`src/rtl/serial_word_receiver.sv`:
```
// Serial-to-parallel word receiver. A start pulse arms one frame, and qualified bits are shifted in
// MSB- or LSB-first. The finished word is offered on a valid/ready output with a sticky overrun flag.
module serial_word_receiver #(
  parameter int WIDTH = 4
) (
  input  logic             CLK,
  input  logic             Clear,
  input  logic             start,
  input  logic             msb_first,
  input  logic             bit_valid,
  input  logic             bit_in,
  input  logic             word_ready,
  input  logic             clr_ovr,
  output logic [WIDTH-1:0] A_par,
  output logic             word_valid,
  output logic             busy,
  output logic             overrun,
  output logic             state_dbg
);

  localparam int CW = $clog2(WIDTH + 1);

  typedef enum logic {IDLE = 1'b0, RECV = 1'b1} state_t;

  // Output handshake: a word transfers on any edge where word_valid and word_ready are both high.
  // A_par is held until that edge. After it, A_par keeps its value while word_valid drops.

  state_t           state;
  logic [WIDTH-1:0] sr;
  logic [WIDTH-1:0] sr_next;
  logic [CW-1:0]    cnt;
  logic             order;
  logic             accept;
  logic             final_bit;
  logic             can_load;

  always_comb begin
    sr_next   = order ? {sr[WIDTH-2:0], bit_in} : {bit_in, sr[WIDTH-1:1]};
    // A start in RECV restarts the frame, so a bit on that same cycle is not taken.
    accept    = (state == RECV) && bit_valid && !start;
    final_bit = accept && (cnt == CW'(WIDTH - 1));
    // The new word can take the output slot if the slot is empty or is being emptied this edge.
    can_load  = !word_valid || word_ready;
  end

  assign state_dbg = (state == RECV);

  always_ff @(posedge CLK or negedge Clear) begin
    if (!Clear) begin
      state      <= IDLE;
      sr         <= '0;
      cnt        <= '0;
      order      <= 1'b0;
      A_par      <= '0;
      word_valid <= 1'b0;
      busy       <= 1'b0;
      overrun    <= 1'b0;
    end else begin
      if (word_valid && word_ready) word_valid <= 1'b0;
      if (clr_ovr) overrun <= 1'b0;

      if (start) begin
        state <= RECV;
        busy  <= 1'b1;
        cnt   <= '0;
        sr    <= '0;
        order <= msb_first;
      end else if (accept) begin
        sr <= sr_next;
        if (final_bit) begin
          state <= IDLE;
          busy  <= 1'b0;
          cnt   <= '0;
          // These assignments come after the handshake and clear updates above, so they win.
          if (can_load) begin
            A_par      <= sr_next;
            word_valid <= 1'b1;
          end else begin
            overrun <= 1'b1;
          end
        end else begin
          cnt <= cnt + 1'b1;
        end
      end
    end
  end

endmodule

```
`config.mk`:
```
export PLATFORM = sky130hd
export DESIGN_NAME = serial_word_receiver
export DESIGN_NICKNAME = d
export VERILOG_FILES = /design/src/rtl/serial_word_receiver.sv
export SDC_FILE = /design/constraint.sdc
export NUM_CORES = 1
export LEC_CHECK = 0
export ABC_AREA = 1
export CORE_MARGIN = 3
export CORE_UTILIZATION = 42
export DETAILED_ROUTE_END_ITERATION = 7
export GPL_ROUTABILITY_DRIVEN = 0
export HOLD_SLACK_MARGIN = 0.05
export PLACE_DENSITY = 0.76
export SLEW_MARGIN = 40
export SYNTH_ARGS = -nofsm -noshare
export SYNTH_HDL_FRONTEND = slang
export SYNTH_SLANG_ARGS = --single-unit
export TNS_END_PERCENT = 10
```
`constraint.sdc`:
```
create_clock -name CLK -period 1.05 [get_ports CLK]
set_clock_uncertainty 0.15 [all_clocks]
set_input_delay 0.21 -clock CLK [delete_from_list [all_inputs] [get_ports CLK]]
set_output_delay 0.21 -clock CLK [all_outputs]
set_load 0.005 [all_outputs]
```
==> run_results.csv <==
group,metric,value,unit
place,dp_cells,121,
sta,setup_viol,22,
sta,timing.final.crit_share,128,%
floorplan,die_w,46.6,µm
outcome,violations,"setup timing",
cells_and_area,syn_to_final_growth,50.3,%
cells_and_area,final_area,0.00104,mm²
sta,final.min_clock_period,1.35,ns
logic_synthesis,synth_fp_nets,90,
drt,drc,0,
clock_network,hold_buffers,0,
floorplan,design.die.area,0.00217,mm²
logic_synthesis,synth_area_per_cell,8.54,µm²
logic_synthesis,ys_seq_area_share,54.2,%
floorplan,start_util,45.4,%
outcome,outcome,"finished, violations left",
clock_network,cts_root_buffer,"clkbuf_4",
logic_synthesis,synth_cells,81,
cells_and_area,fin_nets,126,
logic_synthesis,synth-seq-cells,15,
grt,antenna_found_initial,0,
floorplan,rows,14,
logic_synthesis,yosys_warnings,0,
place,portBuffers,15,
power_and_ir_drop,p_leak,0.533,nW
drt,wl_per_cell,13.6,µm
grt,grt_pass1_vias,650,
critical_path,critPathRequiredTime,1.12,ns
clock_network,htree_levels,1,
sta,setup_slack,-0.296,ns
cells_and_area,drive_above_1_share,35.3,%
drt,ant_nets,0,
logic_synthesis,yosysUniqueCellTypes,14,
floorplan,fp.dieH,46.6,µm
logic_synthesis,synth_top_cell_by_area,"dfrtp_1",
power_and_ir_drop,ir_worst_vdd,0.000720,V
grt,grt_pass1_wl,2.75,mm
grt,grt_max_degree,16,
clock_network,cts_tree,"yes",
sta,worstMarginPinSlew,0.379,ns
critical_path,startpoint_type,"flip-flop",
clock_network,cts_sinks,15,
sta,timing.final.hold_violations,0,
critical_path,crit_arrival,1.42,ns
logic_synthesis,synthesis.area,692,µm²
place,dp_hpwl,1.17,mm
sta,drv_slew,0,
drt,drtIter0Drc,15,
drt,finalWirelength,1.80,mm
clock_network,clock_latency,0.28,ns
grt,track_usage,19.1,%
clock_network,cts_buffers,3,
logic_synthesis,yosys-top-cells-area,"dfrtp_1 (54%), nand2_1 (15%), inv_1 (6.0%)",
drt,drtPass1Iterations,4,
cells_and_area,postLayoutCoreUtil,68.2,%
critical_path,path_class,"flip-flop to flip-flop",
grt,grt_remaining_overflow,0,
floorplan,io_pins,16,
place,place_area,942,µm²
sta,slew_headroom,74.4,%
floorplan,core-area,0.00152,mm²
cells_and_area,fin_cells,132,
sta,max_freq,743,MHz
critical_path,endpoint_kind,"flip-flop",
critical_path,crit_fanout,5,
logic_synthesis,synth_top_area_share,54.2,%
clock_network,cts.path.max_buffers,2,
clock_network,clk_pin_slew_worst_paths,0.09,ns
drt,routed_via_density,5.14,
cells_and_area,final.fill_count,117,
min_path,min_path_type,"primary input to asynchronous set/reset pin",
power_and_ir_drop,power.density,1090,mW/mm²
cells_and_area,insertedDiodeCount,0,
sta,rsz0062_at_grt,"true",
drt,num_vias,679,
flow_run,drv_cap,0,
sta,fin_tns_setup,-4.10,ns
==> cells by family (layout without fill, tap and decap cells) <==
kind of cell | count (synthesis) | count (layout) | share of synthesized area [%]
DFF | 15 | 15 | 54.2
adders and majority gates | 1 | 1 | 1.81
and+or+nand+nor | 40 | 40 | 27.3
buffers and inverters | 13 | 48 | 7.59
AOI/OAI and AO/OA | 12 | 12 | 9.04
==> worst paths after layout <==
check / depth (start not counted) / end / slack (ns) / startpoint
worst max-delay path: 7 / A_par[1] / -0.30 / state_dbg
worst min-delay path: 2 / A_par[1] / 0.12 / Clear
worst max register to register: 7 / A_par[1] / -0.30 / state_dbg
worst min register to register: 2 / sr[0] / 0.39 / sr[0]
max in group asynchronous: 2 / sr[3] / 0.50 / Clear
min in group CLK: 3 / order / 0.33 / msb_first
==> sequential cells by signal (all words and copies together), names as in the netlist <==
name / cells
word_valid: 1
order: 1
sr: 4
cnt: 3
A_par: 4
state_dbg: 1
overrun: 1
==> routing by layer <==
| metal | share of wire, % | track usage [%] |
|---|---|---|
| met1 | 37 | 18.9 |
| met4 | 3.6 | 11.9 |
| met2 | 56 | 35.7 |
| met3 | 3.9 | 3.52 |
| met5 | 0 | 0 |
==> layout by cell type, fill, tap and decap left out, types with 2 or more instances in the layout <==
cell type,netlist,layout
buf_6,0,3
o21ai_1,5,4
inv_1,11,11
clkbuf_4,0,3
o21ai_2,0,3
nor2_4,2,2
nand3_1,7,4
nand3_2,2,4
o21ai_0,6,4
dfrtp_1,15,15
nand2_1,27,26
buf_4,1,13
clkbuf_2,0,6
clkdlybuf4s50_1,0,7
==> cell usage after synthesis (all sizes together) <==
library cell,instances
nand2,28
dfrtp,15
inv,12
o21ai,11
nand3,9
nor2,3
buf,1
ha,1
o211ai,1
==> power by group <==
part | switching [W] | leakage [nW] | internal (W)
clock | 0.000175 | 0.0150 | 0.000147
combinational | 0.0000956 | 0.319 | 0.0000984
sequential | 0.0000177 | 0.200 | 0.000603
total | 0.000288 | 0.533 | 0.000849
==> per-stage QoR <==
stage	hold slack, ns	setup slack, ns	total power [W]
after floorplan	-0.236	-0.101	0.000691
after global placement	0.324	-0.422	0.000797
after detailed placement	0.348	-0.447	0.000805
after CTS	0.107	-0.253	0.00114
after global routing	0.111	-0.369	0.00120
final	0.125	-0.296	0.00114
==> final cells by class <==
cell class	instances	area (µm²)	area share [%]
Sequential cell	15	375	36.1
Inverter	12	45.0	4.33
Multi-Input combinational cell	53	308	29.6
Tap cell	16	20.0	1.93
Clock buffer	4	26.3	2.53
Timing Repair Buffer	32	265	25.5
==> critical path, cell delays in order (launching register included) <==
cell	delay, ns
dfrtp_1	0.37
buf_6	0.11
buf_6	0.10
buf_6	0.10
nand3_4	0.08
nor2_4	0.19
nand3_2	0.11
nand2_1	0.08
==> what timing repair did <==
item / 4_1_cts / 5_1_grt
endpoints found under the setup margin: 22 / 22
buffers inserted: 6 / 1
resized for setup: 22 / 16
pin swaps: 3 / 7
gates cloned: 0 / 0
(Power assumes the default switching activity.)
